### config.mk
export PLATFORM = sky130hd
export DESIGN_NAME = wb_pipe_reg
export DESIGN_NICKNAME = d
export VERILOG_FILES = /design/src/rtl/wb_pipe_reg.sv
export SDC_FILE = /design/constraint.sdc
export NUM_CORES = 1
export LEC_CHECK = 0
export ABC_AREA = 1
export CAP_MARGIN = 0
export CORE_MARGIN = 4
export CORE_UTILIZATION = 50
export DETAILED_ROUTE_END_ITERATION = 8
export GPL_ROUTABILITY_DRIVEN = 1
export PLACE_DENSITY = 0.81
export SETUP_SLACK_MARGIN = 0.1
export SLEW_MARGIN = 20
export SYNTH_ARGS = -nofsm -noshare
export SYNTH_HDL_FRONTEND = slang
export SYNTH_SLANG_ARGS = --single-unit
### constraint.sdc
create_clock -name clk -period 1.8 [get_ports clk]
set_clock_uncertainty 0.15 [all_clocks]
set_input_delay 0.36 -clock clk [delete_from_list [all_inputs] [get_ports clk]]
set_output_delay 0.36 -clock clk [all_outputs]
set_load 0.02 [all_outputs]
### src/rtl/wb_pipe_reg.sv
// +--------------------------------------------------------------------------+
// | wb_pipe_reg                                                              |
// | MEM/WB pipeline register with valid/ready flow control, flush and an     |
// | optional two-entry skid buffer.                                          |
// | Revision: 1.0                                                            |
// +--------------------------------------------------------------------------+
`default_nettype none

module wb_pipe_reg #(
  parameter int DATA_W = 32,
  parameter int REG_AW = 5,
  parameter int SKID   = 1
) (
  input  logic              clk,
  input  logic              rst_n,
  input  logic              flush,
  input  logic              in_valid,
  output logic              in_ready,
  input  logic              RegWriteM,
  input  logic              MemtoRegM,
  input  logic [DATA_W-1:0] RD,
  input  logic [DATA_W-1:0] ALUOutM,
  input  logic [REG_AW-1:0] WriteRegM,
  output logic              out_valid,
  input  logic              out_ready,
  output logic              RegWriteW,
  output logic              MemtoRegW,
  output logic [DATA_W-1:0] ReadDataW,
  output logic [DATA_W-1:0] ALUOutW,
  output logic [REG_AW-1:0] WriteRegW,
  output logic [DATA_W-1:0] ResultW
);

  localparam logic [REG_AW-1:0] c_REG_ZERO = '0;

  // Main entry: always drives the W outputs.
  logic              r_mValid;
  logic              r_mRegWrite;
  logic              r_mMemtoReg;
  logic [DATA_W-1:0] r_mReadData;
  logic [DATA_W-1:0] r_mAluOut;
  logic [REG_AW-1:0] r_mWriteReg;

  logic w_accept;

  assign w_accept = in_valid & in_ready & ~flush;

  generate
    if (SKID != 0) begin : g_skid
      logic              r_sValid;
      logic              r_sRegWrite;
      logic              r_sMemtoReg;
      logic [DATA_W-1:0] r_sReadData;
      logic [DATA_W-1:0] r_sAluOut;
      logic [REG_AW-1:0] r_sWriteReg;

      // Skid valid is a flop, so in_ready has no path from out_ready.
      assign in_ready = ~r_sValid;

      always_ff @(posedge clk) begin
        if (!rst_n) begin
          r_mValid    <= 1'b0;
          r_mRegWrite <= 1'b0;
          r_mMemtoReg <= 1'b0;
          r_mReadData <= '0;
          r_mAluOut   <= '0;
          r_mWriteReg <= '0;
          r_sValid    <= 1'b0;
          r_sRegWrite <= 1'b0;
          r_sMemtoReg <= 1'b0;
          r_sReadData <= '0;
          r_sAluOut   <= '0;
          r_sWriteReg <= '0;
        end else if (flush) begin
          r_mValid <= 1'b0;
          r_sValid <= 1'b0;
        end else if (!r_mValid || out_ready) begin
          if (r_sValid) begin
            r_mValid    <= 1'b1;
            r_mRegWrite <= r_sRegWrite;
            r_mMemtoReg <= r_sMemtoReg;
            r_mReadData <= r_sReadData;
            r_mAluOut   <= r_sAluOut;
            r_mWriteReg <= r_sWriteReg;
            if (w_accept) begin
              r_sRegWrite <= RegWriteM;
              r_sMemtoReg <= MemtoRegM;
              r_sReadData <= RD;
              r_sAluOut   <= ALUOutM;
              r_sWriteReg <= WriteRegM;
            end else begin
              r_sValid <= 1'b0;
            end
          end else if (w_accept) begin
            r_mValid    <= 1'b1;
            r_mRegWrite <= RegWriteM;
            r_mMemtoReg <= MemtoRegM;
            r_mReadData <= RD;
            r_mAluOut   <= ALUOutM;
            r_mWriteReg <= WriteRegM;
          end else begin
            r_mValid <= 1'b0;
          end
        end else if (w_accept) begin
          r_sValid    <= 1'b1;
          r_sRegWrite <= RegWriteM;
          r_sMemtoReg <= MemtoRegM;
          r_sReadData <= RD;
          r_sAluOut   <= ALUOutM;
          r_sWriteReg <= WriteRegM;
        end
      end
    end else begin : g_single
      assign in_ready = out_ready | ~r_mValid;

      always_ff @(posedge clk) begin
        if (!rst_n) begin
          r_mValid    <= 1'b0;
          r_mRegWrite <= 1'b0;
          r_mMemtoReg <= 1'b0;
          r_mReadData <= '0;
          r_mAluOut   <= '0;
          r_mWriteReg <= '0;
        end else if (flush) begin
          r_mValid <= 1'b0;
        end else if (w_accept) begin
          r_mValid    <= 1'b1;
          r_mRegWrite <= RegWriteM;
          r_mMemtoReg <= MemtoRegM;
          r_mReadData <= RD;
          r_mAluOut   <= ALUOutM;
          r_mWriteReg <= WriteRegM;
        end else if (out_ready) begin
          r_mValid <= 1'b0;
        end
      end
    end
  endgenerate

  assign out_valid = r_mValid;
  assign RegWriteW = r_mValid & r_mRegWrite & (r_mWriteReg != c_REG_ZERO);
  assign MemtoRegW = r_mMemtoReg;
  assign ReadDataW = r_mReadData;
  assign ALUOutW   = r_mAluOut;
  assign WriteRegW = r_mWriteReg;
  assign ResultW   = r_mMemtoReg ? r_mReadData : r_mAluOut;

endmodule

`default_nettype wire

==> impl_metrics.json <==
{
  "cts.reportedPaths.clkPinSlew_ps": 60,
  "grt_start_max_net_pins": 57,
  "die_h_um": 129,
  "place_ws_ps": -212,
  "cp_data_arrival_time_ps": 1510,
  "gp_congestion": 0.826,
  "grt_pass1_wl_um": 33600,
  "syn_area_mm2": 0.00729,
  "regArea_mm2": 0.00289,
  "slew_viol_final": 0,
  "core-area_mm2": 0.0141,
  "clk_latency_ps": 420,
  "htree_levels": 4,
  "grt_overflow": 0,
  "crit_required_ps": 1290,
  "tns_ps": -5660,
  "cts_sinks": 144,
  "boundaryPins": 181,
  "yosysWarnings": 0,
  "finalSetupViolations": 32,
  "status": "complete, but fails checks",
  "start_util": 0.517,
  "cts_made_buffers": 17,
  "final_hold_viol_count": 0,
  "violations": "setup timing",
  "yosysSeqAreaShare": 0.395,
  "drt-initial-drc-count": 478,
  "nets": 1436,
  "drt-wirelength-per-cell_um": 13.7,
  "hold_class": "in2reg",
  "dpl.hpwl_um": 14200,
  "fin_util": 0.718,
  "setup_slack_ps": -221,
  "syn_to_final_growth_pct": 38.9,
  "rsz0062_at_grt": "yes",
  "die_x_um": 129,
  "grt_pass1_vias": 6974,
  "ys_top_cells_by_area": "dfxtp_1 40%, nor2_1 22%, nand2_1 15%",
  "slew_headroom": 0.712,
  "ir_worst_vdd_v": 0.000731,
  "fmax_mhz": 495,
  "num_vias": 7471,
  "cts_root_buffer": "clkbuf_16",
  "crit_type": "reg2out",
  "timing.hold.ws_ps": 230,
  "fin_crit_sh": 1.12,
  "ys_types": 20,
  "cts_max_path_buffers": 2,
  "powerDensity_mw_per_mm2": 845,
  "end_kind": "output port",
  "via_per_inst": 4.81,
  "worstPathMaxFanout": 4,
  "tightestPinTransition_ps": 431,
  "postSynthNetCount": 1267,
  "rows": 43,
  "yosysTopAreaCellShare": 0.395,
  "leakage_nw": 5.39,
  "ys_ff_latch": 144,
  "n_fill_cell": 1174,
  "yosys.area.top_type": "dfxtp_1",
  "diodes": 0,
  "syn_inst": 1191,
  "dp_cells": 1516,
  "drtPass1Iterations": 5,
  "fin_crit_ps": 2020,
  "startpoint_type": "register",
  "antenna_left": 0,
  "layoutNonFillerInstCount": 1553,
  "syn_area_per_cell_um2": 6.12,
  "drcViolationCount": 0,
  "max-cap-violations": 0,
  "final_layout_size_suffix_gt1_frac": 0.125,
  "io_buffers": 180,
  "antenna_found_initial": 1,
  "grt_use_total": 0.254,
  "dieArea_mm2": 0.0166,
  "multi_input_area_mm2": 0.00356,
  "cts_tree": "done",
  "wirelength_um": 21300
}
-- state kept, by name, indices dropped and copies added, names as in the netlist, 5 cells and up --
| signal | count |
|---|---|
| ALUOutW | 32 |
| ReadDataW | 32 |
| g_skid.r_sAluOut | 32 |
| g_skid.r_sReadData | 32 |
| WriteRegW | 5 |
| g_skid.r_sWriteReg | 5 |
-- Yosys cell counts --
library cell / count
nand3_2: 1
nand2_1: 289
nand2_2: 1
nor2_4: 1
nor3_1: 2
nor2_2: 1
a21oi_1: 2
dfxtp_1: 144
buf_2: 40
inv_2: 1
inv_1: 144
clkbuf_1: 12
a21oi_2: 1
nor2_1: 427
buf_4: 2
nand3_1: 72
mux2_2: 32
buf_1: 10
clkinv_2: 1
buf_6: 8
-- report_power, final --
group / internal (mW) / switching [mW] / leakage [nW]
clock: 2.60 / 1.35 / 0.326
sequential: 3.29 / 0.0869 / 1.17
combinational: 0.576 / 0.662 / 3.89
total: 6.46 / 2.10 / 5.39
-- stage by stage --
stage	instance area, um2	total power, mW
2_1_floorplan	7300	4.06
3_3_place_gp	9440	4.67
3_5_place_dp	9440	4.69
4_1_cts	9970	8.55
5_1_grt	10100	8.86
6_report	10100	8.56
-- cells by family (layout without fill, tap and decap cells) --
logic type,count (synthesis),count (layout),synth area share
buf+inv,218,400,0.129
simple gates,794,794,0.424
compound gates,3,3,0.00257
flops,144,144,0.395
mux,32,32,0.0494
-- what timing repair did --
action	in CTS	in global routing
setup buffers	2	0
gates cloned	1	2
endpoints found under the setup margin	105	70
hold buffers	0	0
pin swaps	2	2
resized for setup	245	75
-- placed cells by master (no fill, tap or decap), types with 19 or more instances in the layout --
master,n
nand2_1,288
nor2_1,427
buf_4,24
inv_1,143
dfxtp_1,139
nand3_1,71
dlygate4sd2_1,35
clkdlybuf4s50_1,74
clkbuf_16,19
clkdlybuf4s15_1,22
-- metal layers --
layer / wire, um / up-vias / GRT usage
met5: 11 / - / 0
met4: 471 / 2 / 0.0846
met3: 1480 / 40 / 0.0656
met2: 10600 / 222 / 0.445
met1: 8790 / 3373 / 0.302
li1: - / 3834 / -
-- final timing paths --
path | startpoint | end | slack (ps) | depth (start not counted)
min | rst_n | g_skid.r_sAluOut[2]$_SDFFE_PN0P_ | 230 | 3
max | MemtoRegW$_SDFFE_PN0P_ | ResultW[29] | -220 | 4
max reg2reg | g_skid.r_sValid$_SDFFE_PP0P_ | ALUOutW[22]$_SDFFE_PN0P_ | 200 | 7
min reg2reg | g_skid.r_sAluOut[1]$_SDFFE_PN0P_ | g_skid.r_sAluOut[1]$_SDFFE_PN0P_ | 330 | 2
-- layout make-up --
cell class	count	area share
Inverter	146	0.0543
Tap cell	180	0.0222
Sequential cell	144	0.286
Timing Repair Buffer	222	0.221
Clock buffer	22	0.0478
Multi-Input combinational cell	829	0.351
Clock inverter	10	0.0177
-- critical path, stage by stage, from the launching register on --
cell       delay (ps)
dfxtp_4           390
buf_12            120
clkbuf_16         140
mux2_4            300
buf_6             130
Note: power is estimated with default switching activity, not from simulation.
==> patch 1, RTL diff (same settings) <==
Make the reset (`rst_n`) asynchronous in 2 clocked blocks.
--- a/src/rtl/wb_pipe_reg.sv
+++ b/src/rtl/wb_pipe_reg.sv
@@ -58,5 +58,5 @@
       assign in_ready = ~r_sValid;
 
-      always_ff @(posedge clk) begin
+      always_ff @(posedge clk or negedge rst_n) begin
         if (!rst_n) begin
           r_mValid    <= 1'b0;
@@ -114,5 +114,5 @@
       assign in_ready = out_ready | ~r_mValid;
 
-      always_ff @(posedge clk) begin
+      always_ff @(posedge clk or negedge rst_n) begin
         if (!rst_n) begin
           r_mValid    <= 1'b0;
Check against the original RTL: differs if rst_n is asserted again (counterexample within 4 cycles, from zero or initial values and one cycle with rst_n low); with rst_n held inactive, the same outputs for 4 cycles.
==> patch 1 against the unedited design <==
The flow still finishes with violations (setup timing). Cell area decreased by 0.49%. Via count is 4.9% lower. Synthesized area decreased by 1.1%. Sequential cell count stayed put. Setup slack lost 0.069 ns. Core utilization increased by 0.19 points. Wire length is 15% higher. Critical path type unchanged.
Power is not compared: it rests on default switching activity, and its combinational part moved more than twofold at a synthesized area within 25%.
==> patch 1: results (changes against the unedited design) <==
Status
The run finished, with violations left. The final reports fail on setup timing.

Route
The first-iteration detailed-routing DRC count was 852 (+78%). The wire length per cell after detailed routing is 18.8 um (+37%). The number of detailed-route iterations in the first pass came to 7 (+2). The average via count per standard cell is 5.45 (+13%).

Global routing
The maximum number of pins on one net before global-route repair is 73 (+28%). The total congestion overflow is 0 (unchanged). The number of antenna violations at the first check in global routing is 0 (-1). The first-pass GRT wire length came to 37100 um (+10%).

The aggregate global-route resource usage is 29.0% (+3.6 points). The number of global-route vias before repair is 7063 (+1.3%).

Critical path
The endpoint of the lowest-slack register-to-register path is g_skid.r_sReadData[13]. The data arrival time of the worst path came to 1.58 ns (+0.07 ns). On the critical path, the stage with the largest delay is an instance of dfrtp_2.

The delay of the slowest critical-path stage was 0.39 ns (about the same). The startpoint identified for the worst register-to-register timing path is g_skid.r_sValid. The dominant delay contributor by cell family on the critical path is buffers and inverters. The worst-path maximum fanout is 8 (+4). The worst reg-to-reg path cell count is 6 (-1). The slack of the worst reg-to-reg path is 0.17 ns (-0.03 ns).

Synth
The most used flip-flop cell after synthesis is dfrtp_1. The count of distinct cell types in the synthesized netlist is 18 (-10%). The post-synthesis instance total is 899 (-25%). The number of warnings printed during yosys synthesis is 0 (unchanged). The sequential area share after synthesis is 50.0% (+10 points).

In the post-synthesis netlist, the biggest area contributors are dfrtp_1 50%, nand2_1 26%, nand3_1 9.9%. The synthesized netlist net count was 975 (-23%). By count the netlist is led by 500 x nand2_1, 144 x dfrtp_1, 142 x nand3_1. The fraction of synthesis flops using an asynchronous set or reset pin was 100% (+100 points).

Place
The placement-stage cell area came to 9430 um^2 (about the same). The post-detailed-placement half-perimeter wirelength is 15400 um (+8.1%). The number of buffers added on ports is 180 (unchanged). The global placer's final weighted congestion came to 0.852 (+3.1%).

STA
The final setup slack of the worst path is -0.291 ns (-0.0694 ns). The worst-margin pin slew is 0.385 ns (-0.0467 ns). The total setup violations reported at the end of the flow came to 34 (+6.3%). The worst-case hold slack is 0.276 ns (+0.0452 ns).

Clock tree
For the worst-skew pair, the clock arrives at the later sink with an insertion delay of 0.41 ns. The root buffer cell is clkbuf_16. The total CTS buffers was 17 (unchanged). The clock-pin slew on the worst setup and hold paths came to 0.06 ns (about the same). The deepest clock path buffer count is 2 (unchanged). The H-tree depth is 4 (unchanged).

Worst hold path
The min-delay analysis places its worst path in the category in -> async.

Layout
The post-route non-filler standard cell count is 1305 (-16%). The antenna diode instance count was 0 (unchanged). The fraction of layout instances using a drive strength above 1 is 20.2% (+7.7 points). The number of nets in the layout came to 1189 (-17%).

Power and ir drop
The peak supply drop is around 0.63 mV. Summed over all cells, the static leakage comes to 5.46 nW.
## patch 1: cell count changes after synthesis, sizes merged, moves of 6 or more
cell and delta:
dfrtp +144, nor2 -424, dfxtp -144, nand2 +212
inv -138, nand3 +71, buf -6
## patch 1: layout make-up
| cell class | count | area, um^2 |
|---|---|---|
| Timing Repair Buffer | 257 | 2590 |
| Inverter | 7 | 28.8 |
| Multi-Input combinational cell | 686 | 3090 |
| Sequential cell | 144 | 3610 |
| Tap cell | 180 | 225 |
| Fill cell | 1080 | 3920 |
| Clock inverter | 7 | 35.0 |
| Clock buffer | 24 | 492 |
## patch 1: worst max-delay path by stage
stage	to	cells past startpoint	startpoint
2_1_floorplan	ResultW[10]	3	MemtoRegW
3_3_place_gp	ResultW[14]	3	MemtoRegW
3_5_place_dp	ResultW[2]	3	MemtoRegW
4_1_cts	ResultW[30]	4	MemtoRegW
5_1_grt	ResultW[27]	4	MemtoRegW
6_report	ResultW[13]	4	MemtoRegW
## patch 1: repair_timing
item	4_1_cts	5_1_grt
gates resized for setup	379	50
pin swaps	3	5
setup endpoints to repair	146	141
cloned	3	5
hold buffers	1	0
buffers inserted	2	3
endpoints found under the hold margin	33	0
## patch 1: per-layer routing
metal	GRT usage, %	share of wire [%]	up-vias
met3	8.17	9.6	47
met5	0	0	-
met2	47.6	49	369
met1	36.9	39	3418
met4	10.4	2.7	0
li1	-	-	3272
## patch 1: kinds of logic (layout without fill, tap and decap cells)
logic type      count (synthesis)  count (layout)  share of synthesized area [%]
simple gates                  651             651                           37.1
flops                         144             144                           50.0
buf+inv                        69             295                           7.64
mux                            32              32                           5.00
compound gates                  3               3                          0.295
## patch 1: power by group
group          leakage, nW  switching, mW  internal (mW)
combinational         3.39           1.77           1.53
sequential            1.80          0.479           3.91
clock                0.269           1.28           1.88
total                 5.46           3.53           7.32
## patch 1: metrics by stage
step | setup TNS [ns] | setup slack (ns)
after floorplan | 0 | 0.146
after global placement | -12.54 | -0.147
after detailed placement | -18.63 | -0.166
after CTS | -8.63 | -0.284
after global routing | -9.47 | -0.319
final | -8.18 | -0.291
==> patch 2, RTL diff (same settings) <==
Without the edit above. Set the localparam `c_REG_ZERO` to 1 (it was '0).
--- a/src/rtl/wb_pipe_reg.sv
+++ b/src/rtl/wb_pipe_reg.sv
@@ -32,5 +32,5 @@
 );
 
-  localparam logic [REG_AW-1:0] c_REG_ZERO = '0;
+  localparam logic [REG_AW-1:0] c_REG_ZERO = 1;
 
   // Main entry: always drives the W outputs.
Function: changed (Yosys sat finds a counterexample within 4 cycles, from zero or initial values and one cycle with rst_n low).
==> patch 2 against the unedited design <==
The run still ends with setup timing left. Power decreased by 2.0%. Die area barely moved. Sequential cell count did not move. Synthesized area about the same. Fmax increased by 1.4%. Cell area fell by 2.3%. Setup slack gained 0.027 ns. Synthesized cell count is essentially flat. Non-clock buffer count shrank 6. Wire length decreased by 4.8%. Global-route usage is 1.0 points lower. Combinational power down 8%. Register-to-register slack better by 0.05 ns. Critical path type unchanged. Critical endpoint is now ResultW[3]. Highest routed layer is now met4.
==> patch 2: results (changes against the unedited design) <==
Power and ir drop
The reported leakage power is 5.30 nW (-1.6%). The peak supply drop is 0.719 mV (-1.7%). The portion of total power attributed to combinational logic came to 13.6% (-0.9 points). The total net switching power came to 2.06 mW (-1.8%). The sequential share of power is 40.2% (+0.8 points). The power drawn by the sequential cells was 3.37 mW (about the same).

Critical path
The worst reg-to-reg path cell count was 6 (-1). The slack of the worst reg-to-reg path was 0.25 ns (+0.05 ns). The endpoint of the lowest-slack register-to-register path is ALUOutW[4]. The worst-path maximum fanout is 15 (+11).

The data arrival time of the worst path is 1.48 ns (-0.03 ns).

Synth
The commonest cells after synthesis are 426 x nor2_1, 289 x nand2_1, 144 x dfxtp_1, 144 x inv_1, 71 x nand3_1. The post-synthesis instance total is 1190 (-0.084%). The synthesized netlist net count is 1266 (-0.079%).

Yosys attributes the largest share of cell area to dfxtp_1 40%, nor2_1 22%, nand2_1 15%. The area share of fa/ha/maj cells after synthesis is 0% (unchanged). The sequential area share after synthesis was 39.6% (about the same). The compound-cell area share of the yosys netlist is 0.343% (+0.086 points). The portion of netlist area occupied by mux cells is 4.94% (about the same). The count of distinct cell types in the synthesized netlist is 21 (+5.0%).

Global routing
The number of antenna violations at the first check in global routing came to 0 (-1). The number of global-route vias before repair is 6657 (-4.5%). The maximum number of pins on one net before global-route repair was 121 (+110%).

The first-pass GRT wire length is 32200 um (-4.2%). The met3 capacity usage during global routing is 7.18% (+0.62 points). The global routing met1 resource utilization was 28.4% (-1.8 points). The aggregate global-route resource usage is 24.3% (-1.0 points).

STA
The worst-case hold slack is 0.182 ns (-0.0485 ns). The final setup slack of the worst path is -0.194 ns (+0.0270 ns). The total setup violations reported at the end of the flow was 33 (+3.1%). The sum of negative setup slack is -5.18 ns (+0.483 ns). The max-slew headroom at the worst pin was 78.1% (+6.8 points).

Place
The post-detailed-placement half-perimeter wirelength was 13900 um (-2.0%). The worst-case setup slack after placement is -0.179 ns (+0.0333 ns). The placement-stage cell area came to 9410 um^2 (-0.32%). The cell count after placement is 1513 (-0.20%).

Layout
The number of fill cells came to 1241 (+5.7%). The fraction of layout instances using a drive strength above 1 was 11.9% (-0.60 points). The antenna diode instance count is 0 (unchanged).

The number of nets in the layout is 1429 (-0.49%).

Worst hold path
The worst hold path terminates at WriteRegW[1].

Route
The first-iteration detailed-routing DRC count is 477 (-0.21%). The average via count per standard cell is 4.75 (-1.2%). The wire length per cell after detailed routing is 13.1 um (-4.3%). The number of detailed-route iterations in the first pass was 6 (+1).

Clock tree
The H-tree depth is 4 (unchanged).

Status
The run finished, with violations left. The checks that failed: setup timing.
patch 2: critical path, stage by stage (launching register included):
cell	delay (ns)
dfxtp_4	0.39
buf_12	0.15
mux2_2	0.35
buf_2	0.16
patch 2: layout make-up:
| class | instances | area, um^2 | share of cell area (%) |
|---|---|---|---|
| Clock buffer | 22 | 464 | 4.69 |
| Clock inverter | 10 | 183 | 1.85 |
| Sequential cell | 144 | 2900 | 29.3 |
| Multi-Input combinational cell | 828 | 3510 | 35.5 |
| Inverter | 146 | 549 | 5.55 |
| Timing Repair Buffer | 216 | 2060 | 20.9 |
| Tap cell | 180 | 225 | 2.28 |
patch 2: what timing repair did:
| item | CTS | global route |
|---|---|---|
| setup buffers | 0 | 0 |
| setup endpoints to repair | 105 | 66 |
| gates resized for setup | 231 | 52 |
| pin swaps | 0 | 1 |
| gates cloned | 0 | 1 |
patch 2: metal layers:
layer / share of wire, % / vias to the layer above
met2: 50 / 236
li1: - / 3825
met3: 8.6 / 22
met5: 0 / -
met4: 1.3 / 0
met1: 40 / 3262
